## config.mk

```make
export PLATFORM = sky130hd
export DESIGN_NAME = fifo_wr_ctrl
export DESIGN_NICKNAME = d
export VERILOG_FILES = /design/src/rtl/fifo_pkg.sv /design/src/rtl/fifo_gray2bin.sv /design/src/rtl/fifo_wr_ctrl.sv
export SDC_FILE = /design/constraint.sdc
export NUM_CORES = 1
export LEC_CHECK = 0
export ABC_AREA = 1
export CAP_MARGIN = 20
export CORE_UTILIZATION = 40
export DETAILED_ROUTE_END_ITERATION = 12
export PLACE_DENSITY = 0.77
export REMOVE_ABC_BUFFERS = 1
export SLEW_MARGIN = 40
export SYNTH_ARGS = -nofsm -noshare
export SYNTH_HDL_FRONTEND = slang
export SYNTH_SLANG_ARGS = --single-unit
```

## constraint.sdc

```tcl
create_clock -name wclk -period 1.9 [get_ports wclk]
set_clock_uncertainty 0.15 [all_clocks]
set_input_delay 0.19 -clock wclk [delete_from_list [all_inputs] [get_ports wclk]]
set_output_delay 0.19 -clock wclk [all_outputs]
set_load 0.005 [all_outputs]
```

## src/rtl/fifo_pkg.sv

```systemverilog
// Shared FIFO definitions: default geometry, pointer code conversions and
// the write-side flag bundle. Used by both the write and read controllers.
package fifo_pkg;

  localparam int ADDR_W_DEF    = 3;
  localparam int AF_MARGIN_DEF = 2;

  // Widest pointer the helpers handle; callers cast to their own width.
  localparam int PTR_MAX_W = 32;

  // Next-state flag bundle computed once per cycle by a controller.
  typedef struct packed {
    logic full;
    logic almost_full;
    logic ovf;
  } fifo_wflags_t;

  // Reflected binary code of a binary count.
  function automatic logic [PTR_MAX_W-1:0] bin2gray(input logic [PTR_MAX_W-1:0] b);
    return b ^ (b >> 1);
  endfunction

  // Each binary bit is the XOR of all Gray bits at or above it.
  function automatic logic [PTR_MAX_W-1:0] gray2bin(input logic [PTR_MAX_W-1:0] g);
    logic [PTR_MAX_W-1:0] b;
    b[PTR_MAX_W-1] = g[PTR_MAX_W-1];
    for (int i = PTR_MAX_W - 2; i >= 0; i--) b[i] = b[i+1] ^ g[i];
    return b;
  endfunction

endpackage

```

## src/rtl/fifo_gray2bin.sv

```systemverilog
// Parametrised combinational Gray-to-binary converter (XOR prefix from MSB).
module fifo_gray2bin #(
  parameter int W = 4
) (
  input  logic [W-1:0] gray,
  output logic [W-1:0] bin
);

  // Bit i is the reduction XOR of gray[W-1:i]; no chained dependency.
  for (genvar i = 0; i < W; i++) begin : g_bit
    assign bin[i] = ^gray[W-1:i];
  end

endmodule

```

## src/rtl/fifo_wr_ctrl.sv

```systemverilog
// Write-side controller of an asynchronous FIFO: binary/Gray write pointer,
// full / almost-full / occupancy flags against the synchronised read
// pointer, and a sticky overflow flag. The read pointer arrives already
// synchronised, so this block holds no synchroniser flops.
module fifo_wr_ctrl
  import fifo_pkg::*;
#(
  parameter int ADDR_W    = ADDR_W_DEF,
  parameter int AF_MARGIN = AF_MARGIN_DEF   // legal 1..DEPTH-1
) (
  input  logic              wclk,
  input  logic              wrst_n,
  input  logic              winc,
  input  logic [ADDR_W:0]   wg2_rptr,
  input  logic              wovf_clr,
  output logic [ADDR_W:0]   wptr,
  output logic [ADDR_W-1:0] waddr,
  output logic              wen,
  output logic              wfull,
  output logic              walmost_full,
  output logic [ADDR_W:0]   wlevel,
  output logic              wovf
);

  localparam int                 PTR_W  = ADDR_W + 1;
  localparam int                 DEPTH  = 1 << ADDR_W;
  localparam logic [PTR_W-1:0]   AF_THR = PTR_W'(DEPTH - AF_MARGIN);

  logic [PTR_W-1:0] wbin;
  logic [PTR_W-1:0] wbin_next;
  logic [PTR_W-1:0] wgray_next;
  logic [PTR_W-1:0] rbin;
  logic [PTR_W-1:0] rgray_full;
  logic [PTR_W-1:0] level_next;
  fifo_wflags_t     flags_next;

  // A write is accepted only while not full; overflowing requests are dropped.
  assign wen       = winc & ~wfull;
  assign wbin_next = wbin + PTR_W'(wen);
  assign wgray_next = PTR_W'(bin2gray(PTR_MAX_W'(wbin_next)));
  assign waddr     = wbin[ADDR_W-1:0];

  // Read pointer as it would look if the writer were exactly one lap ahead.
  if (ADDR_W == 1) begin : g_full_aw1
    assign rgray_full = ~wg2_rptr;
  end else begin : g_full_awn
    assign rgray_full = {~wg2_rptr[ADDR_W:ADDR_W-1], wg2_rptr[ADDR_W-2:0]};
  end

  fifo_gray2bin #(.W(PTR_W)) u_g2b (
    .gray (wg2_rptr),
    .bin  (rbin)
  );

  // Occupancy wraps naturally modulo 2**PTR_W, giving 0..DEPTH.
  assign level_next = wbin_next - rbin;

  // Next-state flags; overflow set takes priority over a simultaneous clear.
  always_comb begin
    flags_next             = '0;
    flags_next.full        = (wgray_next == rgray_full);
    flags_next.almost_full = (level_next >= AF_THR);
    flags_next.ovf         = (winc & wfull) | (wovf & ~wovf_clr);
  end

  // Binary and Gray pointers advance together so wptr never lags wbin.
  always_ff @(posedge wclk or negedge wrst_n) begin
    if (!wrst_n) begin
      wbin <= '0;
      wptr <= '0;
    end else begin
      wbin <= wbin_next;
      wptr <= wgray_next;
    end
  end

  // Registered status flags and occupancy.
  always_ff @(posedge wclk or negedge wrst_n) begin
    if (!wrst_n) begin
      wfull        <= 1'b0;
      walmost_full <= 1'b0;
      wlevel       <= '0;
    end else begin
      wfull        <= flags_next.full;
      walmost_full <= flags_next.almost_full;
      wlevel       <= level_next;
    end
  end

  // Sticky overflow flag.
  always_ff @(posedge wclk or negedge wrst_n) begin
    if (!wrst_n) wovf <= 1'b0;
    else         wovf <= flags_next.ovf;
  end

endmodule

```

Word level (Yosys, flattened, before mapping)
Cells that the tools add are included.
Word-level totals
  bits in registers: 15
  input bits: 8
  word-level logic and storage cells: 21
Cells by class
  reductions and logical operators: 3
  bitwise operators: 8
  add/sub/neg operators: 2
  equal/unequal tests: 1
  order comparisons: 1
Operators with widths (count)
  adder 4 x 1 -> 4 bit: 1
  equality test 4 bit: 1
  >= comparator 4 x 3 -> 1 bit (second input constant): 1
  XOR reduction 4 bit: 1
  subtractor 4 bit: 1
  XOR 4 x 3 -> 4 bit: 1
  bitwise AND 1 bit: 3
  XOR reduction 3 bit: 1
  inverter 1 bit: 2
  inverter 2 bit: 1
  XOR reduction 2 bit: 1
  OR 1 bit: 1

Depth between registers and ports, before layout
  word-level depth: 5
  gate-level depth with buffers: 12
  mapped depth without buffers: 12

Cells and area by module
From an unflattened synthesis, not the netlist that was laid out.
Second synthesis, totals
  cells, all modules: 109
  area total of the unflattened synthesis: 829.5 um^2
Modules (own cells, without submodules)
  fifo_wr_ctrl: times used 1, area an instance 739.5 um^2, cells each 88
  fifo_gray2bin: times used 1, area an instance 90.1 um^2, cells each 21

Worst setup path after synthesis
No wires, ideal clock.
  kind: reg2reg
  start point: register wfull
  end point: register walmost_full
  path slack: -0.232 ns
  arrival time: 1.856 ns
  stages on the path, launching flop included: 12
  buffers on the path: 0
  path through: dfrtp_1 nor2_1 ha_1 ha_1 inv_1 nand2_1 nand2_2 ha_1 a21oi_1 inv_1 nand2_1 nand3_1
RTL lines
  start: declaration: RTL line fifo_wr_ctrl.sv:19  | output logic wfull,
  start signal: assignment: RTL line fifo_wr_ctrl.sv:84  | wfull <= flags_next.full;
  end signal: assignment: RTL line fifo_wr_ctrl.sv:85  | walmost_full <= flags_next.almost_full;
  end: declaration: RTL line fifo_wr_ctrl.sv:20  | output logic walmost_full,

==> impl_metrics.env <==
export IMPL_max_slew_margin_pct=57.8
export IMPL_synth_simple_gate_area_share_pct=23.9
export IMPL_drt_first_iter_violations=8
export IMPL_cts_made_buffers=3
export IMPL_fmax_mhz=515
export IMPL_io_pins=23
export IMPL_rsz0062_at_grt="true"
export IMPL_cts_tree="yes"
export IMPL_start_kind="register"
export IMPL_violations="negative setup slack"
export IMPL_min_period_ns=1.94
export IMPL_synthMuxAreaShare_pct=0
export IMPL_initial_core_util_pct=43.2
export IMPL_rows=15
export IMPL_synthCells=87
export IMPL_hold_slack_ns=0.126
export IMPL_ant_nets=0
export IMPL_slowest_stage="fa_2"
export IMPL_crit_chain="nor2_4 -> ha_4 -> ha_4 -> inv_4 -> fa_2 -> inv_2 -> nand2_2 -> nand3_2"
export IMPL_ys_ff_latch=14
export IMPL_gr_total_overflow=0
export IMPL_cts_hold_buffers=0
export IMPL_core_mm2=0.00175
export IMPL_hp_class="input port to register"
export IMPL_path_class="register to register"
export IMPL_timing_max_cap_violations=0
export IMPL_worstPathMaxFanout=3
export IMPL_grt_pass1_wl_mm=2.99
export IMPL_die_width_um=45.4
export IMPL_yosysMostFrequentCell="nand2_1"
export IMPL_drive_gt1_share_pct=37.1
export IMPL_area_delta_synth_final_pct=76.1
export IMPL_netlist_top_cells_count="nand2_1 (23), inv_1 (16), dfrtp_1 (14)"
export IMPL_antenna_found_initial=0
export IMPL_ys_seq_area_share_pct=46.4
export IMPL_cp_common_cell="ha_4"
export IMPL_r2r_end="walmost_full"
export IMPL_setup_ws_ns=-0.0412
export IMPL_hold_depth=3
export IMPL_synth_edf_count=0
export IMPL_setup_viol=3
export IMPL_grt_pass1_vias=750
export IMPL_routed_wirelength_mm=2.01
export IMPL_diodes=0
export IMPL_htreeDepth=1
export IMPL_place_hpwl_mm=1.32
export IMPL_track_usage_pct=21.0
export IMPL_dr_pass1_iters=4
export IMPL_worst_hold_path_endpoint="wovf"
export IMPL_p_per_area_mw_per_mm2=1960
export IMPL_cp_end_kind="register"
export IMPL_r2r_start="wfull"
export IMPL_grt_max_degree=15
export IMPL_outcome="finished with violations"
export IMPL_holdCritStartpoint="winc"
export IMPL_clock_sinks=14
export IMPL_yosys_area_top_type_share_pct=46.4
export IMPL_netlist_area_um2=754
export IMPL_maxSlewViolCount=0
export IMPL_cp_required_ns=1.92
export IMPL_dieArea_mm2=0.00206
export IMPL_synthArstFlopShare_pct=100
export IMPL_synth_top_family_by_area="simple AND/OR/NAND/NOR gates"
export IMPL_synth_warnings=0
export IMPL_final_cells=157
export IMPL_dpl_worst_slack_ns=-0.540
export IMPL_io_buffers=22
export IMPL_synth_xor_area_share_pct=7.96
export IMPL_min_period_over_period_pct=102
export IMPL_drc_errors=0
export IMPL_critical_path_arrival_ns=1.96
export IMPL_worstMarginPinSlew_ns=0.631
export IMPL_synthAdderAreaFrac_pct=10.9
export IMPL_hold_viol=0
export IMPL_final_nets=147
export IMPL_p_leak_nw=0.653
export IMPL_synth_compound_area_share_pct=2.32
export IMPL_r2r_cells=8
export IMPL_post_synth_cell_area_avg_um2=8.67
export IMPL_vias=767
export IMPL_cts_root_buf="clkbuf_4"
export IMPL_fin_tns_setup_ns=-0.0906
export IMPL_synth_ff_type="dfrtp_1"
export IMPL_slowest_delay_ns=0.52
export IMPL_synth_area_leaders="dfrtp_1 (46%), nand2_1 (11%), ha_1 (8.3%), inv_1 (8.0%), nand3_1 (7.3%)"
export IMPL_place_congestion=0.795
export IMPL_dp_cells=150
export IMPL_peakVddDrop_mv=1.11
export IMPL_fp_dieH_um=45.4
export IMPL_cts_buffer_depth=2
export IMPL_yosysUniqueCellTypes=16
export IMPL_regToRegSetupSlack_ns=-0.04
export IMPL_clock_latency_ns=0.28
export IMPL_clkTransAtPathRegs_ns=0.09
export IMPL_synth_top_area_cell="dfrtp_1"
export IMPL_routedWlPerCell_um=12.8
export IMPL_via_per_inst=4.89
[cell families after synthesis]
logic type | Yosys count
simple gates | 41
buf+inv | 17
flops | 14
xor+xnor | 6
fa+ha+maj | 6
compound gates | 3
[power breakdown]
group / internal (W) / leakage (nW) / switching, W
combinational: 0.00102 / 0.463 / 0.000819
clock: 0.000117 / 0.0210 / 0.0000986
sequential: 0.000456 / 0.169 / 0.0000934
[cell type report]
class / instances / area, um2
clock buffer: 4 / 36.3
multi-input combinational: 56 / 482
timing repair buffer: 41 / 363
fill: 117 / 417
inverter: 17 / 66.3
sequential: 14 / 350
tap: 25 / 31.3
[layer usage]
| layer | share of wire (%) | GRT usage (%) | vias up |
|---|---|---|---|
| met4 | 5.2 | 14.5 | 0 |
| met1 | 36 | 21.4 | 367 |
| met3 | 3.8 | 4.37 | 9 |
| li1 | - | - | 361 |
| met2 | 55 | 37.7 | 30 |
| met5 | 0 | 0 | - |
[state kept, by name, summed over array words and instances, names as in the netlist]
name / count
wovf: 1
wlevel: 4
wbin: 4
wptr: 3
wfull: 1
walmost_full: 1
[worst max-delay path by stage]
stage	start	to	cells past startpoint
2_1_floorplan	wfull	walmost_full	11
3_3_place_gp	winc	walmost_full	10
3_5_place_dp	winc	walmost_full	13
4_1_cts	wfull	walmost_full	8
5_1_grt	wfull	walmost_full	8
6_report	wfull	walmost_full	8
[what timing repair did]
item                       CTS  global route
setup endpoints to repair    5             2
buffers inserted             2             1
hold endpoints to repair     0             0
pin swaps                    8             8
gates resized for setup     19            14
[cell usage in the layout (no fill, tap or decap), types with 2 or more instances in the layout]
master / instances
xnor2_2: 2
xnor2_1: 2
nand2_4: 2
clkdlybuf4s50_1: 19
clkbuf_4: 3
buf_4: 18
inv_1: 11
dlygate4sd2_1: 3
ha_4: 5
nand3_2: 2
inv_2: 5
nand2_2: 4
dfrtp_1: 14
nand4_1: 2
nand2_1: 20
nand3_1: 9
[critical path: cells and delay by family, from the launching register on]
family / cells / cell delay (ns)
adders and majority gates: 3 / 0.99
buffers and inverters: 2 / 0.08
DFF: 1 / 0.41
and+or+nand+nor: 3 / 0.20
[stage by stage]
step | util [%] | area, um2 | power (W)
5_1_grt | 76.1 | 1330 | 0.00280
3_5_place_dp | 64.5 | 1130 | 0.00190
3_3_place_gp | 64.5 | 1130 | 0.00184
4_1_cts | 72.7 | 1270 | 0.00234
2_1_floorplan | - | 754 | 0.00118
6_report | 76.1 | 1330 | 0.00260
Power figures use the tool's default switching activity.
